===== src/rtl/direction_input_latch.sv =====
`default_nettype none
// ============================================================================
//  Module      : direction_input_latch
//  Description : Synchronises and debounces four active-low direction keys,
//                holds the newest legal request as pending, rejects
//                180-degree reversals and commits on the game tick.
//  Revision    : 1.0  initial release
// ============================================================================
module direction_input_latch #(
    parameter int DEBOUNCE_CYCLES = 250000,
    parameter int CNT_W           = 18
) (
    input  logic       clk,
    input  logic       reset_n,
    input  logic [3:0] key_n,
    input  logic       tick,
    output logic [3:0] dir_out,
    output logic       pending_valid,
    output logic       dir_changed,
    output logic       reverse_rejected
);

    localparam logic [CNT_W-1:0] c_cnt_max   = CNT_W'(DEBOUNCE_CYCLES - 1);
    localparam logic [3:0]       c_dir_right = 4'b0001;

    // Synchroniser and debounce state
    logic [3:0]            sync1_q, sync1_d;
    logic [3:0]            sync2_q, sync2_d;
    logic [3:0]            stable_q, stable_d;
    logic [3:0]            stable_prev_q, stable_prev_d;
    logic [3:0][CNT_W-1:0] cnt_q, cnt_d;

    // Direction state
    logic [3:0] dir_q, dir_d;
    logic [3:0] pending_q, pending_d;
    logic       pending_valid_q, pending_valid_d;
    logic       dir_changed_q, dir_changed_d;
    logic       reverse_rejected_q, reverse_rejected_d;

    // Combinational helpers
    logic [3:0] press;
    logic [3:0] sel;
    logic [3:0] ref_dir;
    logic [3:0] opp_dir;
    logic       commit;
    logic       press_any;
    logic       is_reverse;
    logic       is_same;
    logic       is_legal;

    // Two-flop synchroniser on the inverted keys, then per-key debounce counters
    always_comb begin
        sync1_d       = ~key_n;
        sync2_d       = sync1_q;
        stable_prev_d = stable_q;
        stable_d      = stable_q;
        cnt_d         = cnt_q;
        for (int i = 0; i < 4; i++) begin
            if (sync2_q[i] == stable_q[i]) begin
                cnt_d[i] = '0;
            end else if (cnt_q[i] == c_cnt_max) begin
                stable_d[i] = sync2_q[i];
                cnt_d[i]    = '0;
            end else begin
                cnt_d[i] = cnt_q[i] + CNT_W'(1);
            end
        end
    end

    // Pick one press per cycle (right > up > down > left) and classify it
    // against the direction that will be current after this edge
    always_comb begin
        press = stable_q & ~stable_prev_q;
        sel   = 4'b0000;
        if (press[0])      sel = 4'b0001;
        else if (press[1]) sel = 4'b0010;
        else if (press[2]) sel = 4'b0100;
        else if (press[3]) sel = 4'b1000;

        commit  = tick & pending_valid_q;
        ref_dir = commit ? pending_q : dir_q;
        // Bit map is right/up/down/left, so reversing the bit order gives the opposite
        opp_dir = {ref_dir[0], ref_dir[1], ref_dir[2], ref_dir[3]};

        press_any  = |sel;
        is_reverse = press_any && (sel == opp_dir);
        is_same    = press_any && (sel == ref_dir);
        is_legal   = press_any && !is_reverse && !is_same;
    end

    // Next-state for committed direction, pending request and event pulses
    always_comb begin
        dir_d              = commit ? pending_q : dir_q;
        dir_changed_d      = commit;
        reverse_rejected_d = is_reverse;
        pending_d          = pending_q;
        pending_valid_d    = pending_valid_q;
        if (is_legal) begin
            pending_d       = sel;
            pending_valid_d = 1'b1;
        end else if (commit) begin
            pending_valid_d = 1'b0;
        end
    end

    // State registers with synchronous active-low reset
    always_ff @(posedge clk) begin
        if (!reset_n) begin
            sync1_q            <= 4'b0000;
            sync2_q            <= 4'b0000;
            stable_q           <= 4'b0000;
            stable_prev_q      <= 4'b0000;
            cnt_q              <= '0;
            dir_q              <= c_dir_right;
            pending_q          <= 4'b0000;
            pending_valid_q    <= 1'b0;
            dir_changed_q      <= 1'b0;
            reverse_rejected_q <= 1'b0;
        end else begin
            sync1_q            <= sync1_d;
            sync2_q            <= sync2_d;
            stable_q           <= stable_d;
            stable_prev_q      <= stable_prev_d;
            cnt_q              <= cnt_d;
            dir_q              <= dir_d;
            pending_q          <= pending_d;
            pending_valid_q    <= pending_valid_d;
            dir_changed_q      <= dir_changed_d;
            reverse_rejected_q <= reverse_rejected_d;
        end
    end

    assign dir_out          = dir_q;
    assign pending_valid    = pending_valid_q;
    assign dir_changed      = dir_changed_q;
    assign reverse_rejected = reverse_rejected_q;

endmodule
`default_nettype wire

===== config.mk =====
export PLATFORM = sky130hd
export DESIGN_NAME = direction_input_latch
export DESIGN_NICKNAME = d
export VERILOG_FILES = /design/src/rtl/direction_input_latch.sv
export SDC_FILE = /design/constraint.sdc
export NUM_CORES = 1
export LEC_CHECK = 0
export CORE_UTILIZATION = 55
export DETAILED_ROUTE_END_ITERATION = 10
export PLACE_DENSITY_LB_ADDON = 0.1
export SETUP_SLACK_MARGIN = 0.2
export SYNTH_ARGS = -nofsm -noshare
export SYNTH_HDL_FRONTEND = slang
export SYNTH_SLANG_ARGS = --single-unit

===== constraint.sdc =====
create_clock -name clk -period 3.4 [get_ports clk]
set_clock_uncertainty 0.05 [all_clocks]
set_input_delay 0.34 -clock clk [delete_from_list [all_inputs] [get_ports clk]]
set_output_delay 0.34 -clock clk [all_outputs]
set_load 0.02 [all_outputs]

==> impl_metrics.toml, run 1 <==
[yosys]
synth.area.top_cells = "dfxtp_1, nor2_1, xnor2_1"
avgSynthCellArea_um2 = 8.99
synth_area_mm2 = 0.00409
yosys_register_bits = 99
syn_nets = 466
synth_edf_count = 0
ys_types = 40
synth-warning-count = 0
async_flop_share_pct = 0
ys_seq_area_share_pct = 48.4
synth_ff_type = "dfxtp_1"
yosysMostFrequentCell = "nor2_1"
netlist.area_leader.share_pct = 48.4
synth_cells = 455
synth_commonest_cells = "nor2_1, dfxtp_1, xnor2_1"
yosysTopAreaCell = "dfxtp_1"

[timing]
rsz0062_at_grt = "no"
finalSetupViolCount = 0
slew_violations = 0
hold_violations = 0
tns_ps = 0
tightest_slew_ps = 680
fmax_mhz = 453
finalCritPeriodShare_pct = 64.9
relSlewSlack_pct = 54.5
finalCriticalPeriod_ps = 2210

[clocking]
numCtsBuffers = 9
cts_num_sinks = 99
tritoncts = "built"
hold_buffers = 0
cts_buffer_depth = 2
worstSkewPairLatency_ps = 350
ctsResizeCount = 0
htree_num_levels = 3
clkTransAtPathRegs_ps = 90
post-cts-setup-buffers = 0
clock-root-buffer = "clkbuf_8"

[floorplan]
die_w_um = 88.3
core.rowCount = 31
start_util_pct = 56.7
io_pins = 14
core_mm2 = 0.00721
dieArea_mm2 = 0.00779
die_h_um = 88.3

[power]
swShare_pct = 19.9
combPwrFrac_pct = 1.2
ir_drop_mv = 0.245
p_seq_share_pct = 58.4
power_density_mw_per_mm2 = 444
power.switching_uw = 397
clkPwrFrac_pct = 40.4
power_uw = 2000
p_leak_uw = 0.00147
internal_power_uw = 1600

[final_layout]
drive_gt1_share_pct = 5.96
area_growth_pct = 9.91
nNetsFinal = 478
fillers = 645
antenna_cells = 0

[grt]
antenna_found_initial = 0
grt_pass1_wl_um = 11400
grt_overflow = 0
grt_pass1_vias = 2662
grt_max_degree = 21
grt_util_all_layers_pct = 18.5

[routing]
drc = 0
vias = 2947
first_pass_iters = 4
drtIter0Drc = 92
wl_um = 6530
wl_per_cell_um = 11.5
antenna_left = 0
vias_per_cell = 5.18

[hold_path]
worst_hold_path_type = "reg2reg"

[setup_path]
crit_path_top_delay_cell = "or3_1"
cp.arrival_ps = 2390
critPathMaxStageDelay_ps = 570
worstRegToRegCells = 6
startpoint = "cnt_q[18]"
critPathCapture = "cnt_q[31]"
path_class = "reg2reg"
r2r_slack_ps = 1190
worst_ep_required_time_ps = 3580
endpoint_kind = "register"
path_max_fanout = 18
rr_endpoint = "cnt_q[31]"
start_kind = "register"
path_cells = "ha_1, and3_1, nand2_1, nor4_1, or3_1, nor2_1"
reg2reg_from = "cnt_q[18]"

[run_status]
status = "completed"

[placement]
numPortBuffers = 13
dp_hpwl_um = 4580
gp_congestion = 0.783

[flow_run]
drv_cap = 0
[registers in the layout (all words and copies together) (netlist names)]
signal,count
sync1_q,4
reverse_rejected,1
dir_changed,1
pending_q,4
sync2_q,4
dir_out,4
stable_prev_d,4
stable_prev_q,4
pending_valid,1
cnt_q,72
[cell families (layout without fill, tap and decap cells)]
family                   count (synthesis)  after routing  synth area share (%)
adder cells (fa/ha/maj)                  4              4                  1.22
AO/OA/AOI/OAI                           18             18                  2.72
multiplexers                            11             11                  2.75
flip-flops                              99             99                  48.4
AND/OR/NAND/NOR                        230            230                  27.2
buffers and inverters                   22             37                  2.45
XOR/XNOR                                71             71                  15.2
[through the flow]
stage               setup WS, ps  cell area (um^2)  utilization (%)  hold slack (ps)  instances
detailed placement           874              4280             59.4              370        555
CTS                         1140              4500             62.3              388        569
finish                      1190              4500             62.3              391        569
global placement             920              4280             59.4              365        555
floorplan                   1460              4090                -              357        455
global route                 973              4500             62.3              422        569
[worst max-delay path: cells and delay by family (launching register included)]
family                     cells  cell delay (ps)
and+or+nand+nor                5             1460
DFF                            1              380
adders and majority gates      1              190
[area by class of cell]
cell class | count | area (um^2) | share of cell area (%)
Multi-Input combinational cell | 334 | 2010 | 44.7
Sequential cell | 99 | 1980 | 44.1
Clock buffer | 10 | 138 | 3.06
Timing Repair Buffer | 13 | 130 | 2.89
Tap cell | 99 | 124 | 2.75
Clock inverter | 4 | 76.3 | 1.70
Inverter | 10 | 37.5 | 0.834
[metal layers]
| layer | global-route usage, % | wire length [um] | vias to the layer above |
|---|---|---|---|
| li1 | - | - | 1530 |
| met1 | 25.0 | 3350 | 1353 |
| met2 | 28.7 | 2850 | 53 |
| met3 | 3.36 | 193 | 11 |
| met4 | 9.24 | 137 | 0 |
| met5 | 0 | 0 | - |
[cells in the final DEF (no fill, tap or decap), types with 2 or more instances in the layout]
cell             Yosys  final
xnor2_1             37     37
mux2_2               2      2
nor4b_1              3      3
nand3b_1             3      3
or3_1                8      8
nand4_1             10     10
nor2_1             102    102
mux2i_1              9      9
nand2_1             26     26
clkdlybuf4s50_1      0     13
a221oi_1             2      2
xor2_1              34     34
and2_1               9      9
clkbuf_8             0     10
ha_1                 4      4
dfxtp_1             99     99
and3_1               7      7
nor3_1               8      8
nor4_1               6      6
inv_1               10     10
o21ai_0              6      6
bufinv_16            0      2
a221o_2              2      2
nor3_2               2      2
a21oi_1              7      7
nand3_1             34     34
[worst min-delay path by stage]
stage	depth (start not counted)	from	slack (ps)	endpoint
after floorplan	1	key_n[3]	360	sync1_q[3]
after global placement	1	sync1_q[1]	360	sync2_q[1]
after detailed placement	1	sync1_q[3]	370	sync2_q[3]
after CTS	1	sync1_q[3]	390	sync2_q[3]
after global routing	1	sync1_q[1]	420	sync2_q[1]
final	1	sync1_q[3]	390	sync2_q[3]
[power groups by stage]
| stage | Sequential [uW] | Clock, uW | Combinational (uW) |
|---|---|---|---|
| 2_1_floorplan | 1190 | 0 | 15.5 |
| 3_3_place_gp | 1190 | 0 | 25.0 |
| 3_5_place_dp | 1190 | 0 | 25.6 |
| 4_1_cts | 1170 | 832 | 25.7 |
| 5_1_grt | 1170 | 872 | 28.5 |
| 6_report | 1170 | 807 | 24.9 |
Note: power is estimated with default switching activity, not from simulation.
==> inputs of run 2 (changes only) <==
==> constraint.sdc (replaced) <==
create_clock -name clk -period 2.2 [get_ports clk]
set_clock_uncertainty 0.05 [all_clocks]
set_input_delay 0.22 -clock clk [delete_from_list [all_inputs] [get_ports clk]]
set_output_delay 0.22 -clock clk [all_outputs]
set_load 0.02 [all_outputs]
==> impl_metrics.toml, run 2 (synthesis gave the netlist of run 1 again) <==
[routing]
antenna_left = 0
drtIter0Drc = 88
first_pass_iters = 4
met2_wirelength_um = 3370
wl_met1_um = 3540
dr_wl_met3_um = 157
drc = 0
wl_um = 7210
wl_per_cell_um = 12.3
vias_per_cell = 5.15
vias = 3026
top_layer_used = "met4"

[final_layout]
antenna_cells = 0
layout_common_cells = "nor2_1, dfxtp_1, xor2_1, xnor2_1, nand3_1"
drive_gt1_share_pct = 13.9
largest_register = "cnt_q"
largest_register_ffs = 72
area_growth_pct = 17.6
final_common_cell = "nor2_1"
seqCellArea_mm2 = 0.00199
fillers = 639
multiInputGateArea_mm2 = 0.00217
nNetsFinal = 495
final_cells = 588

[timing]
fmax_mhz = 501
relSlewSlack_pct = 64.4
slew_violations = 0
tightest_slew_ps = 530
finalCritPeriodShare_pct = 90.7
finalCriticalPeriod_ps = 2000
finalSetupViolCount = 0
hold_violations = 0
rsz0062_at_grt = "yes"

[grt]
grt_pass1_vias = 2751
grt_pass1_wl_um = 12000
antenna_found_initial = 0
grt_overflow = 0
grt_max_degree = 19
grt_util_all_layers_pct = 19.7

[setup_path]
worst_ep_required_time_ps = 2440
worstRegToRegCells = 8
cp.arrival_ps = 2240
start_kind = "register"
path_max_fanout = 6
path_class = "reg2reg"
endpoint_kind = "register"

[power]
ir_drop_mv = 0.352
p_leak_uw = 0.00161
power_uw = 3150
power_density_mw_per_mm2 = 654

[run_status]
status = "completed"

[floorplan]
dieArea_mm2 = 0.00779
io_pins = 14
die_w_um = 88.3
core.rowCount = 31
die_h_um = 88.3
start_util_pct = 56.7
core_mm2 = 0.00721

[clocking]
hold_buffers = 0
tritoncts = "built"
htree_num_levels = 3
clock-root-buffer = "clkbuf_8"
cts_num_sinks = 99
cts_buffer_depth = 2
numCtsBuffers = 9
worstSkewPairLatency_ps = 370
clkTransAtPathRegs_ps = 90

[flow_run]
drv_cap = 0

[hold_path]
hold_depth = 2
worst_hold_path_type = "in2reg"

[placement]
dp_hpwl_um = 4830
dp_cells = 566
gp_congestion = 0.832
numPortBuffers = 13
[run 2: layout make-up]
cell class	count	share of cell area (%)
repair buffers	30	5.61
well taps	99	2.57
clock inverters	5	1.77
inverters	10	0.780
flip-flops and latches	99	41.3
clock buffers	11	2.94
multi-input cells	334	45.0
[run 2: repair_timing]
action,4_1_cts,5_1_grt
pin swaps,5,6
setup endpoints to repair,3,53
resized for setup,10,24
hold endpoints to repair,0,0
buffers inserted,2,4
[run 2: routing by layer]
metal / global-route usage [%] / vias to the layer above
met2: 30.6 / 36
met1: 26.5 / 1407
met4: 9.68 / 0
met3: 3.36 / 11
li1: - / 1572
met5: 0 / -
[run 2: critical path, stage by stage (launching register included)]
cell and delay [ps]:
dfxtp_2 350, nand2_4 150, mux2i_4 320, xnor2_2 160, nor3_2 90, buf_4 160, a221oi_4 320, o21ai_0 160
a21oi_1 170
[run 2: path summary, 6_finish.rpt]
| kind | start | endpoint | slack [ps] |
|---|---|---|---|
| worst max-delay path | pending_valid | pending_q[2] | 200 |
| worst min-delay path | key_n[3] | sync1_q[3] | 300 |
| worst max register to register | pending_valid | pending_q[2] | 200 |
| worst min register to register | sync1_q[3] | sync2_q[3] | 390 |
[run 2: report_power, final]
group | switching (uW) | internal (uW) | leakage (uW) | total (uW)
Sequential | 4.55 | 1800 | 0.000801 | 1800
Clock | 619 | 678 | 0.000110 | 1300
Combinational | 25.5 | 23.4 | 0.000698 | 48.8
[run 2: stage by stage]
step	util, %	instance area [um^2]	setup slack, ps	hold WS, ps	setup TNS, ps
5_1_grt	66.7	4810	87.1	319	0
4_1_cts	64.7	4670	210	288	0
3_5_place_dp	60.7	4380	-213	371	-591
6_report	66.7	4810	204	304	0
2_1_floorplan	-	4090	260	237	0
3_3_place_gp	60.7	4380	-74.1	365	-235
